## src/rtl/sram_page_allocator.sv

```systemverilog
// sram_page_allocator: free-list manager for the shared packet SRAM.
// Free page indices live in a circular FIFO. The FIFO is filled with pages
// 0..num_pages-1 during INIT, hands out the head page on a grant and takes
// returned pages in at the tail. An in-use bitmap rejects double frees and
// frees of pages that were never handed out, so the list cannot overflow.
module sram_page_allocator #(
  parameter int unsigned address_width     = 12,
  parameter int unsigned page_offset_width = 6,
  localparam int unsigned PW               = address_width - page_offset_width,
  localparam int unsigned CW               = PW + 1,
  localparam int unsigned num_pages        = 1 << PW
) (
  input  logic                     clk,
  input  logic                     rst,
  output logic                     ready,
  input  logic                     alloc_req,
  output logic                     alloc_gnt,
  output logic [address_width-1:0] alloc_addr,
  input  logic                     free_req,
  input  logic [address_width-1:0] free_addr,
  output logic [CW-1:0]            free_count,
  output logic                     empty,
  output logic                     free_err
);

  typedef enum logic {INIT, RUN} state_t;

  localparam logic [PW-1:0] LAST_PAGE = PW'(num_pages - 1);

  state_t                 state_q, state_d;
  logic [PW-1:0]          head_q, head_d;
  logic [PW-1:0]          tail_q, tail_d;
  logic [CW-1:0]          count_q, count_d;
  logic [num_pages-1:0]   inuse_q, inuse_d;
  logic                   err_q, err_d;

  // Free-list storage: written only at the tail, read combinationally at the head.
  logic [PW-1:0]          mem_q [num_pages];
  logic                   wr_en;
  logic [PW-1:0]          wr_val;

  logic [PW-1:0]          free_page;
  logic [page_offset_width-1:0] free_off;
  logic                   free_ok;

  assign free_page  = free_addr[address_width-1:page_offset_width];
  assign free_off   = free_addr[page_offset_width-1:0];

  assign ready      = (state_q == RUN);
  assign empty      = (count_q == '0);
  assign free_count = count_q;
  assign free_err   = err_q;
  assign alloc_gnt  = alloc_req & ready & ~empty;
  assign alloc_addr = {mem_q[head_q], {page_offset_width{1'b0}}};

  // A free is only accepted for a page-aligned address of a page currently handed out.
  assign free_ok    = ready & free_req & (free_off == '0) & inuse_q[free_page];

  // Next-state: INIT seeds one page per cycle; RUN serves grants and returns.
  always_comb begin
    state_d = state_q;
    head_d  = head_q;
    tail_d  = tail_q;
    count_d = count_q;
    inuse_d = inuse_q;
    err_d   = 1'b0;
    wr_en   = 1'b0;
    wr_val  = '0;
    case (state_q)
      INIT: begin
        wr_en   = 1'b1;
        wr_val  = tail_q;
        tail_d  = tail_q + 1'b1;
        count_d = count_q + 1'b1;
        err_d   = free_req;
        if (tail_q == LAST_PAGE) state_d = RUN;
      end
      RUN: begin
        if (alloc_gnt) begin
          head_d                 = head_q + 1'b1;
          inuse_d[mem_q[head_q]] = 1'b1;
        end
        // The granted page's in-use bit is still clear here, so freeing it in
        // the same cycle falls into the reject path.
        if (free_ok) begin
          wr_en              = 1'b1;
          wr_val             = free_page;
          tail_d             = tail_q + 1'b1;
          inuse_d[free_page] = 1'b0;
        end
        count_d = count_q + CW'(free_ok) - CW'(alloc_gnt);
        err_d   = free_req & ~free_ok;
      end
      default: state_d = INIT;
    endcase
  end

  // Control registers with synchronous reset back to an empty, uninitialised list.
  always_ff @(posedge clk) begin
    if (rst) begin
      state_q <= INIT;
      head_q  <= '0;
      tail_q  <= '0;
      count_q <= '0;
      inuse_q <= '0;
      err_q   <= 1'b0;
    end else begin
      state_q <= state_d;
      head_q  <= head_d;
      tail_q  <= tail_d;
      count_q <= count_d;
      inuse_q <= inuse_d;
      err_q   <= err_d;
    end
  end

  // Free-list entries need no reset: INIT rewrites every slot before use.
  always_ff @(posedge clk) begin
    if (wr_en && !rst) mem_q[tail_q] <= wr_val;
  end

endmodule

```

## config.mk

```make
export PLATFORM = sky130hd
export DESIGN_NAME = sram_page_allocator
export DESIGN_NICKNAME = d
export VERILOG_FILES = /design/src/rtl/sram_page_allocator.sv
export SDC_FILE = /design/constraint.sdc
export NUM_CORES = 1
export LEC_CHECK = 0
export CAP_MARGIN = 40
export CELL_PAD_IN_SITES_DETAIL_PLACEMENT = 1
export CELL_PAD_IN_SITES_GLOBAL_PLACEMENT = 1
export CORE_MARGIN = 2
export CORE_UTILIZATION = 41
export DETAILED_ROUTE_END_ITERATION = 10
export GPL_ROUTABILITY_DRIVEN = 0
export PLACE_DENSITY = 0.76
export REMOVE_ABC_BUFFERS = 1
export SLEW_MARGIN = 15
export SYNTH_ARGS = -nofsm -noshare
export SYNTH_HDL_FRONTEND = slang
export SYNTH_SLANG_ARGS = --single-unit
```

## constraint.sdc

```tcl
create_clock -name clk -period 8.22 [get_ports clk]
set_input_delay 1.644 -clock clk [delete_from_list [all_inputs] [get_ports clk]]
set_output_delay 1.644 -clock clk [all_outputs]
set_load 0.02 [all_outputs]
```

==> results of run 1 <==
[through the flow]
step                setup slack [ps]  instances  total power [mW]  hold slack, ps
CTS                             2088       2059             4.979           521.3
detailed placement              1705       1972             2.829           513.1
global placement                1700       1969             2.821           505.6
finish                          2113       2061             4.962           525.1
global route                    1904       2061             5.082           539.4
floorplan                       1144       1248             2.745           451.6
[worst max-delay path, stage by stage (launching register included)]
cell             delay, ps
dfxtp_4                620
buf_12                 300
buf_12                 380
mux4_2                 580
a22oi_1                300
a21oi_1                120
or4_1                  820
clkdlybuf4s50_1        660
[metal layers]
layer  part of all wire, %  GRT usage (%)
met1                    41          30.02
met2                    49          36.08
met3                   6.9          3.864
met4                   2.8          7.135
met5                  0.14         0.9775
[state kept, by name (all words and copies together), names as in the netlist, named ones only]
name	count
free_count	7
head_q	6
tail_q	6
ready	1
inuse_q	64
mem_q	384
free_err	1
[logic make-up after synthesis]
kind of cell               count (synthesis)
AOI/OAI and AO/OA                        253
DFF                                      475
muxes                                    148
other                                      1
adders and majority gates                 18
xor gates and xnor gates                  16
and+or+nand+nor                          304
buffers and inverters                    116
[power groups by stage]
stage	Clock [mW]	Sequential [mW]	Combinational, mW
floorplan	0	2.66	0.0861
global placement	0	2.66	0.166
detailed placement	0	2.66	0.172
CTS	2.20	2.60	0.173
global route	2.29	2.60	0.189
finish	2.18	2.61	0.177
[synthesized netlist by cell type (3+ instances only)]
cell and number:
edfxtp_1 384, nor2_1 158, dfxtp_1 91, mux4_2 91, a21oi_1 83, a211oi_1 70, nand2_1 53, mux2i_1 41
clkbuf_1 39, buf_2 24, inv_1 24, a22oi_1 19, ha_1 17, mux2_2 16, o21ai_0 16, buf_4 14
nand3_1 14, o22ai_1 12, nor2b_1 11, xnor2_1 11, or3_1 10, nor4_1 9, buf_6 7, a221oi_1 6
and2_1 6, and3_1 6, nand2b_1 6, o2bb2ai_1 6, xor2_1 5, buf_1 4, nor3_4 4, o21bai_1 4
a221o_1 3, nand4_1 3, nor3b_1 3, o31ai_1 3
[final timing paths]
kind,slack [ps],startpoint,to
min,530,inuse_q[32]$_SDFFE_PP0P_,inuse_q[32]$_SDFFE_PP0P_
max,2110,flip-flop,alloc_addr[9]
max reg2reg,3610,flip-flop,inuse_q[58]$_SDFFE_PP0P_
min reg2reg,530,inuse_q[32]$_SDFFE_PP0P_,inuse_q[32]$_SDFFE_PP0P_
[layout make-up]
class / count / area (um^2) / area share [%]
clock buffer: 60 / 1256 / 5.522
clock inverter: 27 / 275.3 / 1.210
inverter: 28 / 105.1 / 0.4620
multi-input combinational: 745 / 6314 / 27.75
sequential: 475 / 13360 / 58.73
tap: 664 / 830.8 / 3.652
timing repair buffer: 62 / 608.1 / 2.673
==> summary.md, run 1 <==
| Metric | Value |
|---|---|
| DP Area | `about 0.021 mm^2` |
| CTS H-tree depth | `2` |
| CTS buffer count | `48` |
| Share of post-route cells with drive strength above 1 | `roughly 17%` |
| Clk_skew | `roughly 29 ps` |
| Antenna violations before repair | `2` |
| Syn_area_per_cell | `~15 um^2` |
| Die Area | `between 0.05 and 0.06 mm^2` |
| Number of global-route vias before repair | `~13000` |
| Total number of vias | `12200` |
| Area fraction in compound gates after synthesis | `under 10%` |
| Power share of the clock group | `43.9%` |
| Layout Nets | `1394` |
| Antenna cells | `0` |
| Fill cell count | `roughly 4800` |
| Synth top area share | `57.27%` |
| Crit Path Class | `reg -> out` |
| FP Rows | `81` |
| First-pass GRT wire length | `roughly 83000 um` |
| Max IR drop VDD | `0.1324 mV` |
| Post-DP HPWL | `roughly 35000 um` |
| Clock tree buffer depth | `3` |
| Drt total wl | `55160 um` |
| Leak | `7.061 nW` |
| Total track usage | `22.07%` |
| Simple-Gate Fraction of Synth Area | `7.351%` |
| DR pass1 iterations | `5` |
| Util after Layout | `46.67%` |
| Die W | `225.6 um` |
| Initial Utilization | `between 40% and 50%` |
| Hold Path Depth | `2` |
| Max FO, Critical Path | `52` |
| Post-synthesis sequential area ratio | `66.31%` |
| Commonest non-fill, non-tap cell in the layout | `edfxtp_1` |
| Post-synth cell types | `78` |
| Maxcap violations | `0` |
| Fmax | `163.7 MHz` |
| # IOs | `39` |
| Postcts setup bufs | `0` |
| Port-buffer cells | `32` |
| Min Tclk post-route | `slightly above 6000 ps` |
| Clock sink total | `475` |
| Worst-path clk slew | `approximately 60 ps` |
| Unrepaired setup endpoints after global routing | `false` |
| Drt first-iter violations | `about 1200` |
| Main combinational cell family by area after synthesis | `multiplexers` |
| Synth warn | `0` |
| Xor/xnor share of the synthesized area | `0.6960%` |
| Skew-Pair Late Insertion Delay | `approximately 600 ps` |
| Net Sw Frac | `21.56%` |
| Largest net degree at the start of global routing | `a little over 80` |
| Pwr/cell area | `approximately 220 mW/mm^2` |
| Syn Inst Count | `1331` |
| Worst EP arrival | `4460 ps` |
| Synth area leader | `edfxtp_1` |
| Critical Path End Type | `primary output` |
| Total gr overflow | `0` |
| Post-Synth Adder-Cell Area | `about 1.2%` |
| Status | `finished clean` |
| Tightest Hold Check Type | `reg -> reg` |
| Seq cells post-synth | `475` |
| CTS hold repair buffers | `0` |
| Core footprint | `around 0.049 mm^2` |
| CTS-repair resized insts | `0` |
| Post-Syn Area | `0.02014 mm^2` |
| NetSw | `1.070 mW` |
| Vias per cell | `5.919` |
| Routed len/inst | `26.76 um` |
| Final worst path period share | `74.29%` |
| Setup_tns | `0 ps` |
| Final Cell Area | `approximately 0.023 mm^2` |
| Die Span Y | `225.6 um` |
| Int Power | `just under 4 mW` |
| Final Hold Violating Endpoints | `0` |
| Root buf cell | `clkbuf_16` |
| Most frequent cells in the layout | `edfxtp_1 (384), nor2_1 (158), mux4_2 (91)` |
| Setup violations, final | `0` |
| Comb pwr share | `approximately 3.6%` |
| Fraction of synthesized area in multiplexers | `between 10% and 20%` |
| Layout area overhead | `12.99%` |
| Antenna-violating nets left | `0` |
| Max-slew violations | `0` |
| Worst Max-Slew Pin Slew | `874.0 ps` |
| Sequential power share | `52.5%` |
| CP required | `6580 ps` |
| Post-synth EDFFs | `384` |
| FFs w/ async S/R, synth | `0%` |
| Ys flop type | `edfxtp_1` |
| DRC | `0` |
| Worst setup SP type | `flip-flop` |
| Top post-synthesis cells by area | `edfxtp_1 (57%), mux4_2 (10%), dfxtp_1 (9.0%), nor2_1 (2.9%), a211oi_1 (2.6%)` |
| CTS tree | `built` |
| Slew HR | `41.42%` |
| R2R depth | `10` |
Note: power is estimated with default switching activity, not from simulation.
==> inputs of run 2 (changes only) <==
--- a/config.mk
+++ b/config.mk
@@ -12,7 +12,7 @@
 export CORE_UTILIZATION = 41
 export DETAILED_ROUTE_END_ITERATION = 10
 export GPL_ROUTABILITY_DRIVEN = 0
-export PLACE_DENSITY = 0.76
+export PLACE_DENSITY = 0.78
 export REMOVE_ABC_BUFFERS = 1
 export SLEW_MARGIN = 15
 export SYNTH_ARGS = -nofsm -noshare
==> constraint.sdc (replaced) <==
create_clock -name clk -period 5.56 [get_ports clk]
set_input_delay 1.112 -clock clk [delete_from_list [all_inputs] [get_ports clk]]
set_output_delay 1.112 -clock clk [all_outputs]
set_load 0.02 [all_outputs]
==> summary.md, run 2 (synthesized netlist as in run 1, its figures left out) <==
| Metric | Value |
|---|---|
| Crit Path Class | `reg -> out (unchanged)` |
| DR pass1 iterations | `7 (was 5)` |
| Antenna violations before repair | `0 (was 2)` |
| Most frequent cells in the layout | `edfxtp_1 (384), nor2_1 (158), mux4_2 (91) (unchanged)` |
| Clk_skew | `18.24 ps (was 28.67 ps)` |
| Core footprint | `0.04875 mm^2 (unchanged)` |
| DP Cell Count | `1991 (was 1972)` |
| DRC | `0 (unchanged)` |
| Critical-path top delay cell | `or4_1 (unchanged)` |
| Pwr/cell area | `324.3 mW/mm^2 (was 218.1 mW/mm^2)` |
| Layout Nets | `1412 (was 1394)` |
| Status | `finished clean (unchanged)` |
| CP top delay family | `buffers and inverters (unchanged)` |
| Max reg flops | `384 (unchanged)` |
| CTS-repair resized insts | `0 (unchanged)` |
| FP Rows | `81 (unchanged)` |
| Port-buffer cells | `32 (unchanged)` |
| Pwr Total | `7.452 mW (was 4.962 mW)` |
| Worst EP arrival | `4110 ps (was 4460 ps)` |
| Drt total wl | `54510 um (was 55160 um)` |
| Number of global-route vias before repair | `12780 (was 12680)` |
| Skew-Pair Late Insertion Delay | `590 ps (was 600 ps)` |
| Worst setup SP type | `flip-flop (unchanged)` |
| Worst-path clk slew | `60 ps (about the same)` |
| Layout area overhead | `14.13% (was 12.99%)` |
| Max-slew violations | `0 (unchanged)` |
| CTS H-tree depth | `2 (unchanged)` |
| Combined area of the multi-input logic cells | `0.006314 mm^2 (unchanged)` |
| Drt first-iter violations | `1222 (was 1178)` |
| Die Area | `0.05090 mm^2 (unchanged)` |
| Maxcap violations | `0 (unchanged)` |
| Die W | `225.6 um (unchanged)` |
| Largest Register | `mem_q (unchanged)` |
| First-pass GRT wire length | `82300 um (was 82880 um)` |
| Final worst path period share | `between 90% and 100%` |
| CTS buffer count | `48 (unchanged)` |
| Tightest Hold Check Type | `reg -> reg (unchanged)` |
| Leak | `7.184 nW (was 7.061 nW)` |
| Register area | `0.01336 mm^2 (unchanged)` |
| Max IR drop VDD | `0.2072 mV (was 0.1324 mV)` |
| Critical Path End Type | `primary output (unchanged)` |
| Antenna cells | `0 (unchanged)` |
| Slew HR | `44.42% (was 41.42%)` |
| Final Hold Violating Endpoints | `0 (unchanged)` |
| Total track usage | `21.94% (was 22.07%)` |
| Root buf cell | `clkbuf_16 (unchanged)` |
| Crit-path max cell delay | `800 ps (was 820 ps)` |
| Initial Utilization | `41.31% (unchanged)` |
| Share of post-route cells with drive strength above 1 | `18.27% (was 16.75%)` |
| Max FO, Critical Path | `24 (was 52)` |
| Total number of vias | `12200 (about the same)` |
| CTS tree | `built (unchanged)` |
| Non-Filler Instances | `2082 (was 2061)` |
| Min Tclk post-route | `about 5200 ps` |
| Post-DP HPWL | `36140 um (was 34800 um)` |
| Unrepaired setup endpoints after global routing | `false (unchanged)` |
| Antenna-violating nets left | `0 (unchanged)` |
| Largest net degree at the start of global routing | `66 (was 82)` |
| # IOs | `39 (unchanged)` |
| CTS hold repair buffers | `0 (unchanged)` |
| Commonest non-fill, non-tap cell in the layout | `edfxtp_1 (unchanged)` |
| Postcts setup bufs | `0 (unchanged)` |
| Clock sink total | `475 (unchanged)` |
| Fmax | `between 150 and 200 MHz` |
| Worst Max-Slew Pin Slew | `828.1 ps (was 874.0 ps)` |
| Clock tree buffer depth | `3 (unchanged)` |
| Setup violations, final | `0 (unchanged)` |
| Die Span Y | `225.6 um (unchanged)` |
| Critical Path, Cell by Cell | `buf_12 > buf_4 > mux4_2 > a22oi_1 > a21boi_1 > or4_1 > clkdlybuf4s50_1 (was buf_12 > buf_12 > mux4_2 > a22oi_1 > a21oi_1 > or4_1 > clkdlybuf4s50_1)` |
| Routed len/inst | `26.18 um (was 26.76 um)` |
| Fill cell count | `4807 (was 4808)` |
| CP required | `4450 ps (was 6580 ps)` |
| Vias per cell | `5.859 (was 5.919)` |
| Total gr overflow | `0 (unchanged)` |
| Worst Path Buf+Inv | `3 (unchanged)` |
## run 2: cell count changes in the layout (fill, tap and decap cells not counted), moves of 2 or more
| cell | change |
|---|---|
| buf_8 | -2 |
| clkinvlp_4 | +4 |
| buf_4 | +18 |
| clkbuf_1 | -5 |
| bufinv_16 | +2 |
| buf_12 | +3 |
## run 2: tightest hold or removal path, stage by stage, from the launching register on
cell and delay, ps:
dfxtp_1 310, a21oi_1 110, a211oi_1 60
## run 2: final timing paths
path / from / endpoint / slack [ps] / depth (start not counted)
setup / recovery: flip-flop / alloc_addr[9] / 340 / 7
hold / removal: inuse_q[25]$_SDFFE_PP0P_ / inuse_q[25]$_SDFFE_PP0P_ / 520 / 2
setup reg to reg: flip-flop / inuse_q[53]$_SDFFE_PP0P_ / 1560 / 10
hold reg to reg: inuse_q[25]$_SDFFE_PP0P_ / inuse_q[25]$_SDFFE_PP0P_ / 520 / 2
## run 2: cell type report
cell class | count | share of cell area, %
clock buffer | 56 | 5.494
sequential | 475 | 58.14
clock inverter | 34 | 1.573
multi-input combinational | 745 | 27.47
inverter | 28 | 0.4573
timing repair buffer | 80 | 3.245
tap | 664 | 3.615
## run 2: power by group
part	internal (mW)	leakage [nW]	total, mW	switching [mW]
logic	0.0800	2.03	0.259	0.179
clock network	1.96	0.775	3.34	1.38
registers	3.84	4.38	3.85	0.0105
total	5.88	7.18	7.45	1.57
## run 2: layer usage
layer | track usage, % | part of all wire, % | routed length, um | vias up
met4 | 7.669 | 3.0 | 1617 | 0
met2 | 36.68 | 50 | 27110 | 484
li1 | - | - | - | 5285
met1 | 28.34 | 40 | 21840 | 6321
met5 | 0 | 0 | 0 | -
met3 | 4.775 | 7.2 | 3937 | 109
## run 2: through the flow
stage	hold WS, ps	area, um^2	util (%)	TNS [ps]	setup slack (ps)
after CTS	521.7	22960	47.10	0	146.0
after global routing	551.5	22980	47.14	0	193.2
after detailed placement	513.8	21340	43.77	0	199.5
after floorplan	451.6	19690	-	-49730	-983.7
after global placement	507.6	21320	43.74	0	251.2
final	522.4	22980	47.14	0	339.7
==> inputs of run 3 (changes only) <==
--- a/config.mk
+++ b/config.mk
@@ -5,7 +5,7 @@
 export SDC_FILE = /design/constraint.sdc
 export NUM_CORES = 1
 export LEC_CHECK = 0
-export CAP_MARGIN = 40
+export CAP_MARGIN = 20
 export CELL_PAD_IN_SITES_DETAIL_PLACEMENT = 1
 export CELL_PAD_IN_SITES_GLOBAL_PLACEMENT = 1
 export CORE_MARGIN = 2
==> summary.md, run 3 (synthesized netlist as in run 1, its figures left out) <==
| Metric | Value |
|---|---|
| Status | `finished clean (unchanged)` |
| CTS buffer count | `48 (unchanged)` |
| Post-DP HPWL | `36130 um (was 36140 um)` |
| Critical Path, Cell by Cell | `buf_4 > mux4_2 > a22oi_1 > a21boi_1 > or4_1 > clkdlybuf4s50_1 (was buf_12 > buf_4 > mux4_2 > a22oi_1 > a21boi_1 > or4_1 > clkdlybuf4s50_1)` |
| Max reg flops | `384 (unchanged)` |
| Die Area | `0.05090 mm^2 (unchanged)` |
| DRC | `0 (unchanged)` |
| CP required | `4450 ps (about the same)` |
| Unrepaired setup endpoints after global routing | `false (unchanged)` |
| DP Cell Count | `1990 (was 1991)` |
| R2r endpoint | `inuse_q[58]$_SDFFE_PP0P_ (was inuse_q[53]$_SDFFE_PP0P_)` |
| Die Span Y | `225.6 um (unchanged)` |
| Clk_skew | `26.43 ps (was 18.24 ps)` |
| Setup_tns | `0 ps (unchanged)` |
| Worst setup SP type | `flip-flop (unchanged)` |
| Max-slew violations | `0 (unchanged)` |
| PnR worst setup slack | `147.7 ps (was 339.7 ps)` |
| Port-buffer cells | `32 (unchanged)` |
| Largest net degree at the start of global routing | `66 (unchanged)` |
| Fmax | `184.8 MHz (was 191.6 MHz)` |
| Final Cell Area | `0.02276 mm^2 (was 0.02298 mm^2)` |
| Hold Slack | `519.3 ps (was 522.4 ps)` |
| Final worst path period share | `97.34% (was 93.89%)` |
| Clock tree buffer depth | `3 (unchanged)` |
| Sequential power share | `53.7% (was 51.7%)` |
| Clock sink total | `475 (unchanged)` |
| Worst EP arrival | `4300 ps (was 4110 ps)` |
| Max IR drop VDD | `0.2265 mV (was 0.2072 mV)` |
| Leak | `7.108 nW (was 7.184 nW)` |
| Comb pwr share | `3.7% (was 3.5%)` |
| Final Hold Violating Endpoints | `0 (unchanged)` |
| Worst Max-Slew Pin Slew | `1066 ps (was 828.1 ps)` |
| Antenna cells | `0 (unchanged)` |
| # IOs | `39 (unchanged)` |
| Tightest Hold Check Type | `reg -> reg (unchanged)` |
| Initial Utilization | `41.31% (unchanged)` |
| Min Tclk post-route | `5412 ps (was 5220 ps)` |
| Combined area of the multi-input logic cells | `0.006314 mm^2 (unchanged)` |
| R2r setup slk | `1350 ps (was 1560 ps)` |
| Core footprint | `0.04875 mm^2 (unchanged)` |
| CTS hold repair buffers | `0 (unchanged)` |
| Vias per cell | `5.958 (was 5.859)` |
| Non-Filler Instances | `2076 (was 2082)` |
| Worst-path clk slew | `60 ps (about the same)` |
| Fill cell count | `4815 (was 4807)` |
| Layout Nets | `1410 (was 1412)` |
| Max FO, Critical Path | `38 (was 24)` |
| FP Rows | `81 (unchanged)` |
| Critical Path End Type | `primary output (unchanged)` |
| Power share of the clock group | `42.6% (was 44.8%)` |
| DP Area | `0.02132 mm^2 (was 0.02134 mm^2)` |
| Antenna violations before repair | `0 (unchanged)` |
| Register area | `0.01336 mm^2 (unchanged)` |
| Total track usage | `22.23% (was 21.94%)` |
| Routed len/inst | `26.64 um (was 26.18 um)` |
| Largest Register | `mem_q (unchanged)` |
| DR pass1 iterations | `5 (was 7)` |
| Skew-Pair Late Insertion Delay | `590 ps (about the same)` |
| Critical-path top delay cell | `dfxtp_4 (was or4_1)` |
| Pwr/cell area | `315.0 mW/mm^2 (was 324.3 mW/mm^2)` |
| CTS-repair resized insts | `0 (unchanged)` |
| R2R depth | `9 (was 10)` |
| Int Power | `5.615 mW (was 5.878 mW)` |
| Total number of vias | `12370 (was 12200)` |
| Most frequent cells in the layout | `edfxtp_1 (384), nor2_1 (158), mux4_2 (91) (unchanged)` |
| NetSw | `1.556 mW (was 1.574 mW)` |
| Share of post-route cells with drive strength above 1 | `17.56% (was 18.27%)` |
| Drt first-iter violations | `1362 (was 1222)` |
| Maxcap violations | `0 (unchanged)` |
| Antenna-violating nets left | `0 (unchanged)` |
| Crit-path max cell delay | `890 ps (was 800 ps)` |
| CTS tree | `built (unchanged)` |
| Critical Path Sink | `alloc_addr[11] (was alloc_addr[9])` |
| Die W | `225.6 um (unchanged)` |
| Drt total wl | `55310 um (was 54510 um)` |
| Number of global-route vias before repair | `12940 (was 12780)` |
| Setup violations, final | `0 (unchanged)` |
| Total gr overflow | `0 (unchanged)` |
| Worst slack, placed | `194.6 ps (was 199.5 ps)` |
| First-pass GRT wire length | `83790 um (was 82300 um)` |
| Postcts setup bufs | `0 (unchanged)` |
| Crit Path Class | `reg -> out (unchanged)` |
| Slew HR | `28.82% (was 44.42%)` |
| Layout area overhead | `13.06% (was 14.13%)` |
| Root buf cell | `clkbuf_16 (unchanged)` |
| CTS H-tree depth | `2 (unchanged)` |
| Net Sw Frac | `21.70% (was 21.12%)` |
| Commonest non-fill, non-tap cell in the layout | `edfxtp_1 (unchanged)` |
## run 3: critical path: cells and delay by family, from the launching register on
kind,cells,cell delay (ps)
AO/OA/AOI/OAI,2,440
buffers and inverters,2,1000
flip-flops,1,890
multiplexers,1,560
AND/OR/NAND/NOR,1,830
## run 3: final cells by class
cell class / count / area share [%]
inverters: 28 / 0.4617
multi-input cells: 745 / 27.73
well taps: 664 / 3.650
clock buffers: 61 / 5.535
flip-flops and latches: 475 / 58.70
repair buffers: 78 / 3.122
clock inverters: 25 / 0.8025
## run 3: layer usage
layer / routed length (um) / part of all wire, % / global-route usage [%]
met1: 22610 / 41 / 29.42
met3: 3676 / 6.6 / 2.979
met5: 0 / 0 / 0
met2: 27410 / 50 / 37.92
met4: 1612 / 2.9 / 7.456
## run 3: power groups by stage
stage	combinational [mW]	clock [mW]	sequential (mW)
6_report	0.262	3.06	3.85
2_1_floorplan	0.127	0	3.93
5_1_grt	0.281	3.21	3.85
3_3_place_gp	0.248	0	3.93
4_1_cts	0.259	3.08	3.85
3_5_place_dp	0.258	0	3.93
## run 3: per-stage QoR
stage	util (%)	total power, mW
2_1_floorplan	-	4.058
3_3_place_gp	43.74	4.174
3_5_place_dp	43.74	4.185
4_1_cts	46.70	7.196
5_1_grt	46.70	7.343
6_report	46.70	7.171
## run 3: how the worst min path moves through the flow
| stage | slack (ps) | to | depth (start not counted) | start |
|---|---|---|---|---|
| floorplan | 450 | flip-flop | 2 | head_q[5]$_SDFFE_PP0P_ |
| global placement | 510 | inuse_q[49]$_SDFFE_PP0P_ | 2 | inuse_q[49]$_SDFFE_PP0P_ |
| detailed placement | 520 | inuse_q[50]$_SDFFE_PP0P_ | 2 | inuse_q[50]$_SDFFE_PP0P_ |
| CTS | 520 | inuse_q[50]$_SDFFE_PP0P_ | 2 | inuse_q[50]$_SDFFE_PP0P_ |
| global route | 550 | inuse_q[10]$_SDFFE_PP0P_ | 2 | inuse_q[10]$_SDFFE_PP0P_ |
| finish | 520 | inuse_q[25]$_SDFFE_PP0P_ | 2 | inuse_q[25]$_SDFFE_PP0P_ |
